[src/rtl/accel_run_sequencer_pkg.sv]
// Shared types and default sizing for the accelerator run sequencer.
package accel_run_sequencer_pkg;

  localparam int DEF_ADDR_W         = 7;
  localparam int DEF_DATA_W         = 8;
  localparam int DEF_SIZE_W         = 4;
  localparam int DEF_TIMEOUT_CYCLES = 200000000;

  typedef enum logic [2:0] {
    ST_IDLE,
    ST_LOAD,
    ST_START,
    ST_RUN,
    ST_READ_REQ,
    ST_READ_WAIT,
    ST_READ_OUT,
    ST_FINISH
  } seq_state_t;

endpackage

[src/rtl/accel_run_sequencer_if.sv]
// Two-channel slave RAM bus between the sequencer (master) and the accelerator memory (slave).
interface accel_run_sequencer_if
  import accel_run_sequencer_pkg::*;
#(
  parameter int ADDR_W = DEF_ADDR_W,
  parameter int DATA_W = DEF_DATA_W,
  parameter int SIZE_W = DEF_SIZE_W
) ();

  logic [1:0]          S_oe_ram;
  logic [1:0]          S_we_ram;
  logic [2*ADDR_W-1:0] S_addr_ram;
  logic [2*DATA_W-1:0] S_Wdata_ram;
  logic [2*SIZE_W-1:0] S_data_ram_size;
  logic [2*DATA_W-1:0] Sout_Rdata_ram;
  logic [1:0]          Sout_DataRdy;

  modport master (
    output S_oe_ram, S_we_ram, S_addr_ram, S_Wdata_ram, S_data_ram_size,
    input  Sout_Rdata_ram, Sout_DataRdy
  );

  modport slave (
    input  S_oe_ram, S_we_ram, S_addr_ram, S_Wdata_ram, S_data_ram_size,
    output Sout_Rdata_ram, Sout_DataRdy
  );

endinterface

[src/rtl/accel_slave_port.sv]
// Channel-0 slave bus encoder and read-data capture register; channel 1 is held at zero.
module accel_slave_port
  import accel_run_sequencer_pkg::*;
#(
  parameter int ADDR_W = DEF_ADDR_W,
  parameter int DATA_W = DEF_DATA_W,
  parameter int SIZE_W = DEF_SIZE_W
) (
  input  logic              clk,
  input  logic              rst_n,
  input  logic              i_wr,
  input  logic              i_rd,
  input  logic              i_cap,
  input  logic [ADDR_W-1:0] i_addr,
  input  logic [DATA_W-1:0] i_wdata,
  output logic              o_rdy,
  output logic [DATA_W-1:0] o_rdata,
  accel_run_sequencer_if.master bus
);

  logic              w_act;
  logic [ADDR_W-1:0] w_addr;
  logic [DATA_W-1:0] w_wdata;
  logic [SIZE_W-1:0] w_size;
  logic [DATA_W-1:0] r_rdata;
  logic              w_unused_hi;

  // Address and size are only presented during an access so the bus idles at zero.
  assign w_act   = i_wr | i_rd;
  assign w_addr  = w_act ? i_addr : '0;
  assign w_wdata = i_wr ? i_wdata : '0;
  assign w_size  = w_act ? SIZE_W'(DATA_W) : '0;

  assign bus.S_we_ram        = {1'b0, i_wr};
  assign bus.S_oe_ram        = {1'b0, i_rd};
  assign bus.S_addr_ram      = {{ADDR_W{1'b0}}, w_addr};
  assign bus.S_Wdata_ram     = {{DATA_W{1'b0}}, w_wdata};
  assign bus.S_data_ram_size = {{SIZE_W{1'b0}}, w_size};

  assign o_rdy       = bus.Sout_DataRdy[0];
  assign w_unused_hi = ^{bus.Sout_Rdata_ram[2*DATA_W-1:DATA_W], bus.Sout_DataRdy[1]};

  always_ff @(posedge clk or negedge rst_n) begin
    if (!rst_n) begin
      r_rdata <= '0;
    end else if (i_cap && bus.Sout_DataRdy[0]) begin
      r_rdata <= bus.Sout_Rdata_ram[DATA_W-1:0];
    end
  end

  assign o_rdata = r_rdata;

endmodule

[src/rtl/accel_run_sequencer.sv]
// Load -> start -> run -> readback sequencer for an accelerator behind a slave RAM bus.
// Optional run-phase watchdog enabled by defining SEQ_TIMEOUT_EN.
module accel_run_sequencer
  import accel_run_sequencer_pkg::*;
#(
  parameter int ADDR_W         = DEF_ADDR_W,
  parameter int DATA_W         = DEF_DATA_W,
  parameter int SIZE_W         = DEF_SIZE_W,
  parameter int TIMEOUT_CYCLES = DEF_TIMEOUT_CYCLES
) (
  input  logic              clk,
  input  logic              rst_n,
  input  logic              i_go,
  input  logic [ADDR_W-1:0] i_load_base,
  input  logic [ADDR_W-1:0] i_rd_base,
  input  logic [ADDR_W:0]   i_load_len,
  input  logic [ADDR_W:0]   i_rd_len,
  input  logic              i_ld_valid,
  output logic              o_ld_ready,
  input  logic [DATA_W-1:0] i_ld_data,
  output logic              o_rb_valid,
  input  logic              i_rb_ready,
  output logic [DATA_W-1:0] o_rb_data,
  output logic              o_busy,
  output logic              o_done,
  output logic              o_timeout,
  output logic              o_start_port,
  input  logic              i_done_port,
  accel_run_sequencer_if.master bus
);

  localparam logic [ADDR_W:0] ONE_LEN = 1;

  seq_state_t        r_state;
  logic [ADDR_W-1:0] r_addr;
  logic [ADDR_W-1:0] r_rd_base;
  logic [ADDR_W:0]   r_ld_cnt;
  logic [ADDR_W:0]   r_rd_cnt;
  logic              r_busy;
  logic              r_done;
  logic              r_start;
  logic              r_ld_ready;
  logic              r_rb_valid;
  logic              r_oe;
  logic              w_wr;
  logic              w_cap;
  logic              w_rdy;

`ifdef SEQ_TIMEOUT_EN
  localparam int TMO_W = $clog2(TIMEOUT_CYCLES + 1);
  logic [TMO_W-1:0] r_tmo_cnt;
  logic             r_timeout;
`else
  logic w_unused_tmo;
  assign w_unused_tmo = (TIMEOUT_CYCLES == 0);
`endif

  assign w_wr  = r_ld_ready & i_ld_valid;
  assign w_cap = (r_state == ST_READ_WAIT);

  always_ff @(posedge clk or negedge rst_n) begin
    if (!rst_n) begin
      r_state    <= ST_IDLE;
      r_addr     <= '0;
      r_rd_base  <= '0;
      r_ld_cnt   <= '0;
      r_rd_cnt   <= '0;
      r_busy     <= 1'b0;
      r_done     <= 1'b0;
      r_start    <= 1'b0;
      r_ld_ready <= 1'b0;
      r_rb_valid <= 1'b0;
      r_oe       <= 1'b0;
`ifdef SEQ_TIMEOUT_EN
      r_tmo_cnt  <= '0;
      r_timeout  <= 1'b0;
`endif
    end else begin
      case (r_state)
        ST_IDLE: begin
          if (i_go) begin
            r_addr    <= i_load_base;
            r_rd_base <= i_rd_base;
            r_ld_cnt  <= i_load_len;
            r_rd_cnt  <= i_rd_len;
            r_busy    <= 1'b1;
`ifdef SEQ_TIMEOUT_EN
            r_timeout <= 1'b0;
`endif
            if (i_load_len != '0) begin
              r_state    <= ST_LOAD;
              r_ld_ready <= 1'b1;
            end else begin
              r_state <= ST_START;
              r_start <= 1'b1;
            end
          end
        end
        ST_LOAD: begin
          if (i_ld_valid) begin
            r_addr   <= r_addr + 1'b1;
            r_ld_cnt <= r_ld_cnt - 1'b1;
            if (r_ld_cnt == ONE_LEN) begin
              r_state    <= ST_START;
              r_ld_ready <= 1'b0;
              r_start    <= 1'b1;
            end
          end
        end
        ST_START: begin
          r_start <= 1'b0;
          r_addr  <= r_rd_base;
          r_state <= ST_RUN;
`ifdef SEQ_TIMEOUT_EN
          r_tmo_cnt <= '0;
`endif
        end
        ST_RUN: begin
          if (i_done_port) begin
            if (r_rd_cnt != '0) begin
              r_state <= ST_READ_REQ;
              r_oe    <= 1'b1;
            end else begin
              r_state <= ST_FINISH;
              r_done  <= 1'b1;
            end
          end
`ifdef SEQ_TIMEOUT_EN
          else if (r_tmo_cnt == TMO_W'(TIMEOUT_CYCLES - 1)) begin
            r_state   <= ST_FINISH;
            r_done    <= 1'b1;
            r_timeout <= 1'b1;
          end else begin
            r_tmo_cnt <= r_tmo_cnt + 1'b1;
          end
`endif
        end
        ST_READ_REQ: begin
          r_oe    <= 1'b0;
          r_state <= ST_READ_WAIT;
        end
        ST_READ_WAIT: begin
          if (w_rdy) begin
            r_rb_valid <= 1'b1;
            r_state    <= ST_READ_OUT;
          end
        end
        ST_READ_OUT: begin
          if (i_rb_ready) begin
            r_rb_valid <= 1'b0;
            r_addr     <= r_addr + 1'b1;
            r_rd_cnt   <= r_rd_cnt - 1'b1;
            if (r_rd_cnt == ONE_LEN) begin
              r_state <= ST_FINISH;
              r_done  <= 1'b1;
            end else begin
              r_state <= ST_READ_REQ;
              r_oe    <= 1'b1;
            end
          end
        end
        ST_FINISH: begin
          r_done  <= 1'b0;
          r_busy  <= 1'b0;
          r_state <= ST_IDLE;
        end
        default: r_state <= ST_IDLE;
      endcase
    end
  end

  accel_slave_port #(
    .ADDR_W (ADDR_W),
    .DATA_W (DATA_W),
    .SIZE_W (SIZE_W)
  ) u_slave_port (
    .clk     (clk),
    .rst_n   (rst_n),
    .i_wr    (w_wr),
    .i_rd    (r_oe),
    .i_cap   (w_cap),
    .i_addr  (r_addr),
    .i_wdata (i_ld_data),
    .o_rdy   (w_rdy),
    .o_rdata (o_rb_data),
    .bus     (bus)
  );

  assign o_ld_ready   = r_ld_ready;
  assign o_rb_valid   = r_rb_valid;
  assign o_busy       = r_busy;
  assign o_done       = r_done;
  assign o_start_port = r_start;
`ifdef SEQ_TIMEOUT_EN
  assign o_timeout    = r_timeout;
`else
  assign o_timeout    = 1'b0;
`endif

endmodule

[src/flat_wrapper.sv]
// flat-port wrapper written by rule: the top's interface ports become plain ports
module accel_run_sequencer_flat import accel_run_sequencer_pkg::*;
#(
  parameter int ADDR_W         = DEF_ADDR_W,
  parameter int DATA_W         = DEF_DATA_W,
  parameter int SIZE_W         = DEF_SIZE_W,
  parameter int TIMEOUT_CYCLES = DEF_TIMEOUT_CYCLES
)
  (clk, rst_n, i_go, i_load_base, i_rd_base, i_load_len, i_rd_len, i_ld_valid, o_ld_ready, i_ld_data, o_rb_valid, i_rb_ready, o_rb_data, o_busy, o_done, o_timeout, o_start_port, i_done_port, bus_S_oe_ram, bus_S_we_ram, bus_S_addr_ram, bus_S_Wdata_ram, bus_S_data_ram_size, bus_Sout_Rdata_ram, bus_Sout_DataRdy);
  accel_run_sequencer_if #(.ADDR_W(ADDR_W), .DATA_W(DATA_W), .SIZE_W(SIZE_W)) bus_i ();
  input  logic clk;
  input  logic rst_n;
  input  logic i_go;
  input  logic [ADDR_W-1:0] i_load_base;
  input  logic [ADDR_W-1:0] i_rd_base;
  input  logic [ADDR_W:0] i_load_len;
  input  logic [ADDR_W:0] i_rd_len;
  input  logic i_ld_valid;
  output logic o_ld_ready;
  input  logic [DATA_W-1:0] i_ld_data;
  output logic o_rb_valid;
  input  logic i_rb_ready;
  output logic [DATA_W-1:0] o_rb_data;
  output logic o_busy;
  output logic o_done;
  output logic o_timeout;
  output logic o_start_port;
  input  logic i_done_port;
  output wire logic [$bits(bus_i.S_oe_ram)-1:0] bus_S_oe_ram;
  output wire logic [$bits(bus_i.S_we_ram)-1:0] bus_S_we_ram;
  output wire logic [$bits(bus_i.S_addr_ram)-1:0] bus_S_addr_ram;
  output wire logic [$bits(bus_i.S_Wdata_ram)-1:0] bus_S_Wdata_ram;
  output wire logic [$bits(bus_i.S_data_ram_size)-1:0] bus_S_data_ram_size;
  input wire logic [$bits(bus_i.Sout_Rdata_ram)-1:0] bus_Sout_Rdata_ram;
  input wire logic [$bits(bus_i.Sout_DataRdy)-1:0] bus_Sout_DataRdy;
  assign bus_S_oe_ram = bus_i.S_oe_ram;
  assign bus_S_we_ram = bus_i.S_we_ram;
  assign bus_S_addr_ram = bus_i.S_addr_ram;
  assign bus_S_Wdata_ram = bus_i.S_Wdata_ram;
  assign bus_S_data_ram_size = bus_i.S_data_ram_size;
  assign bus_i.Sout_Rdata_ram = bus_Sout_Rdata_ram;
  assign bus_i.Sout_DataRdy = bus_Sout_DataRdy;
  accel_run_sequencer #(.ADDR_W(ADDR_W), .DATA_W(DATA_W), .SIZE_W(SIZE_W), .TIMEOUT_CYCLES(TIMEOUT_CYCLES)) u_core (.clk(clk), .rst_n(rst_n), .i_go(i_go), .i_load_base(i_load_base), .i_rd_base(i_rd_base), .i_load_len(i_load_len), .i_rd_len(i_rd_len), .i_ld_valid(i_ld_valid), .o_ld_ready(o_ld_ready), .i_ld_data(i_ld_data), .o_rb_valid(o_rb_valid), .i_rb_ready(i_rb_ready), .o_rb_data(o_rb_data), .o_busy(o_busy), .o_done(o_done), .o_timeout(o_timeout), .o_start_port(o_start_port), .i_done_port(i_done_port), .bus(bus_i));
endmodule
[config.mk]
export PLATFORM = sky130hd
export DESIGN_NAME = accel_run_sequencer_flat
export DESIGN_NICKNAME = d
export VERILOG_FILES = /design/src/rtl/accel_run_sequencer_pkg.sv /design/src/rtl/accel_run_sequencer_if.sv /design/src/rtl/accel_slave_port.sv /design/src/rtl/accel_run_sequencer.sv /design/src/flat_wrapper.sv
export SDC_FILE = /design/constraint.sdc
export NUM_CORES = 1
export LEC_CHECK = 0
export ABC_CLOCK_PERIOD_IN_PS = 1800
export CAP_MARGIN = 40
export CORE_MARGIN = 10
export CORE_UTILIZATION = 40
export CTS_BUF_LIST = sky130_fd_sc_hd__clkbuf_8 sky130_fd_sc_hd__clkbuf_16
export DETAILED_ROUTE_END_ITERATION = 10
export GPL_TIMING_DRIVEN = 0
export HOLD_SLACK_MARGIN = 0.06
export PLACE_DENSITY_LB_ADDON = 0.1
export SLEW_MARGIN = 20
export SYNTH_ARGS = -nofsm -noshare
export SYNTH_HDL_FRONTEND = slang
export SYNTH_HIERARCHICAL = 1
export SYNTH_SLANG_ARGS = --single-unit
[constraint.sdc]
create_clock -name clk -period 1.8 [get_ports clk]
set_input_delay 0.36 -clock clk [delete_from_list [all_inputs] [get_ports clk]]
set_output_delay 0.36 -clock clk [all_outputs]
set_load 0.01 [all_outputs]
==> flow_metrics.py <==
metrics = {
    "final_layout": {
        "seq_area_mm2": 0.00118,
        "nFillCells": 724,
        "n_antenna_cell": 0,
        "final_nets": 549,
        "area_delta_synth_final_pct": 44.1,
        "multi_input_area_mm2": 0.00189,
        "drive_gt1_share_pct": 29.7,
    },
    "die": {
        "start_util_pct": 41.1,
        "core_area_mm2": 0.00777,
        "dieWidth_um": 109,
        "fp.dieArea_mm2": 0.0120,
        "rows": 32,
        "design.portCount": 118,
        "die_h_um": 109,
    },
    "critical_path": {
        "setup.worst_path.start_class": "register",
        "crit_fanout": 4,
        "cp.required_ps": 2000,
        "cp.arrival_ps": 1980,
        "endpoint_kind": "register",
        "crit_type": "reg2reg",
    },
    "placed_design": {
        "portBuffers": 83,
        "place.gp.congestion": 0.891,
        "dp_hpwl_mm": 7.18,
    },
    "synth": {
        "synth_most_common_cell": "dfrtp_1",
        "synth_ff_type": "dfrtp_1",
        "synth_area_mm2": 0.00319,
        "synth.area.top_cells": "dfrtp_1 (37%), buf_4 (7.5%), mux2_2 (5.3%), a21oi_1 (2.8%), nand2_1 (2.8%)",
        "synth_top_area_cell": "dfrtp_1",
        "synth_commonest_cells": "dfrtp_1 (47), buf_4 (32), nand2_1 (24)",
        "synth_edf_count": 0,
        "ys_seq_elements": 47,
        "yosysSeqAreaShare_pct": 36.8,
        "synthArstFlopShare_pct": 100,
        "syn-mean-instance-area_um2": 9.13,
        "ys_types": 65,
        "synthCells": 350,
        "ys_warn_count": 6,
        "synth_top_area_share_pct": 36.8,
    },
    "routing": {
        "drt_iter0_drc": 210,
        "wl_per_cell_um": 16.6,
        "firstDrtPassIters": 4,
        "vias_per_cell": 5.32,
        "antenna_left": 0,
        "wl_mm": 9.71,
        "drc": 0,
        "vias": 3104,
    },
    "timing": {
        "rsz0062_at_grt": "true",
        "period_share_pct": 99.2,
        "hold_viol": 0,
        "finalSetupTns_ps": 0,
        "fmax_mhz": 560,
        "min_period_ps": 1790,
        "final-setup-viol-count": 0,
        "relSlewSlack_pct": 61.3,
        "worst_slew_pin_slew_ps": 580,
        "fin_skew_ps": 7.91,
        "slew_viol_final": 0,
    },
    "global_route": {
        "antenna_found_initial": 0,
        "overflow": 0,
        "grt_pass1_wl_mm": 14.8,
        "track_usage_pct": 15.1,
        "grt_pass1_vias": 3053,
        "grt_max_degree": 27,
    },
    "clocking": {
        "cts_max_path_buffers": 2,
        "cts_root_buf": "clkbuf_8",
        "insertion_delay_ps": 300,
        "clk_pin_slew_worst_paths_ps": 100,
        "h-tree-depth": 2,
        "tritoncts": "done",
        "clock-sinks": 47,
        "cts_inserted_buffers": 5,
    },
    "run_status": {
        "outcome": "complete, no violations",
    },
    "power_and_ir_drop": {
        "p_per_area_mw_per_mm2": 1500,
        "vdd_drop_max_uv": 692,
        "leakagePower_nw": 1.99,
        "total_power_w": 0.00692,
    },
    "flow_run": {
        "maxCapViolations": 0,
    },
    "min_path": {
        "min_path_type": "reg2reg",
    },
}
==> cells in the final DEF, fill, tap and decap left out, types with 8 or more instances in the layout <==
cell type	count
o21ai_0	17
clkbuf_2	18
and2_1	8
nand2_1	24
nand3_1	9
a21oi_1	17
inv_1	12
clkdlybuf4s50_1	62
dfrtp_1	45
buf_4	51
o2bb2ai_1	8
nor2_1	9
conb_1	25
mux2_2	15
==> per-stage QoR <==
step	cells	hold slack, ps	setup WS [ps]	utilization [%]	instance area (um2)
floorplan	373	64.4	0.0697	-	3280
global placement	558	483	-1090	54.6	4240
detailed placement	559	383	-792	54.8	4250
CTS	575	517	-8.63	58.0	4500
global route	584	532	-47.1	59.2	4600
finish	584	512	15.0	59.2	4600
==> sequential cells by signal, summed over array words and instances, names as in the netlist <==
register and flops:
u_core/r_ld_cnt 8, u_core/o_start_port 1, u_core/r_rd_base 7, u_core/r_addr 7
u_core/o_rb_valid 1, u_core/r_state 3, u_core/o_done 1, u_core/o_busy 1
u_core/r_rd_cnt 8, u_core/o_ld_ready 1, u_core/u_slave_port/o_rdata 8, u_core/r_oe 1
==> cell families (layout without fill, tap and decap cells) <==
group / count (synthesis) / in the layout / share of synthesized area, %
compound gates: 97 / 97 / 21.2
xor+xnor: 2 / 2 / 0.548
fa+ha+maj: 6 / 6 / 2.35
buf+inv: 62 / 171 / 11.2
flops: 47 / 47 / 36.8
mux: 17 / 17 / 5.91
other cells: 2 / 25 / 0.235
simple gates: 117 / 117 / 21.7
==> metal layers <==
| layer | part of all wire [%] | track usage [%] |
|---|---|---|
| met1 | 43 | 18.5 |
| met2 | 50 | 25.8 |
| met3 | 6.6 | 3.51 |
| met4 | 0.82 | 4.55 |
| met5 | 0 | 0 |
==> worst max-delay path: stages (launching register included) <==
cell	delay [ps]
dfrtp_2	420
or2_4	260
or4_4	430
or3_1	320
a32o_1	250
==> final timing paths <==
kind / cells past startpoint / to / from / slack, ps
max: 4 / u_core/r_rd_cnt[7] / u_core/r_rd_cnt[2] / 10
min: 1 / u_core/u_slave_port/o_rdata[1] / u_core/u_slave_port/o_rdata[1] / 510
max reg2reg: 4 / u_core/r_rd_cnt[7] / u_core/r_rd_cnt[2] / 10
min in group asynchronous: 2 / u_core/r_rd_cnt[1] / rst_n / 580
max in group asynchronous: 3 / u_core/r_rd_base[1] / rst_n / 670
min reg2reg: 1 / u_core/u_slave_port/o_rdata[1] / u_core/u_slave_port/o_rdata[1] / 510
==> where the power goes <==
group	total [W]	internal, W	switching (W)
Clock	0.000680	0.000279	0.000401
Sequential	0.00205	0.00159	0.000467
Combinational	0.00419	0.00208	0.00211
==> final cells by class <==
class,instances,area share [%]
buffer,46,7.37
sequential,47,25.6
tap,102,2.77
multi-input combinational,264,41.1
inverter,13,1.06
clock buffer,5,1.50
clock inverter,3,0.517
timing repair buffer,104,20.1
==> what timing repair did <==
item,4_1_cts,5_1_grt
pin swaps,5,7
resized for setup,57,60
endpoints found under the hold margin,21,0
hold buffers,1,0
cloned,0,2
setup buffers,8,9
endpoints found under the setup margin,48,43
Power figures use the tool's default switching activity.
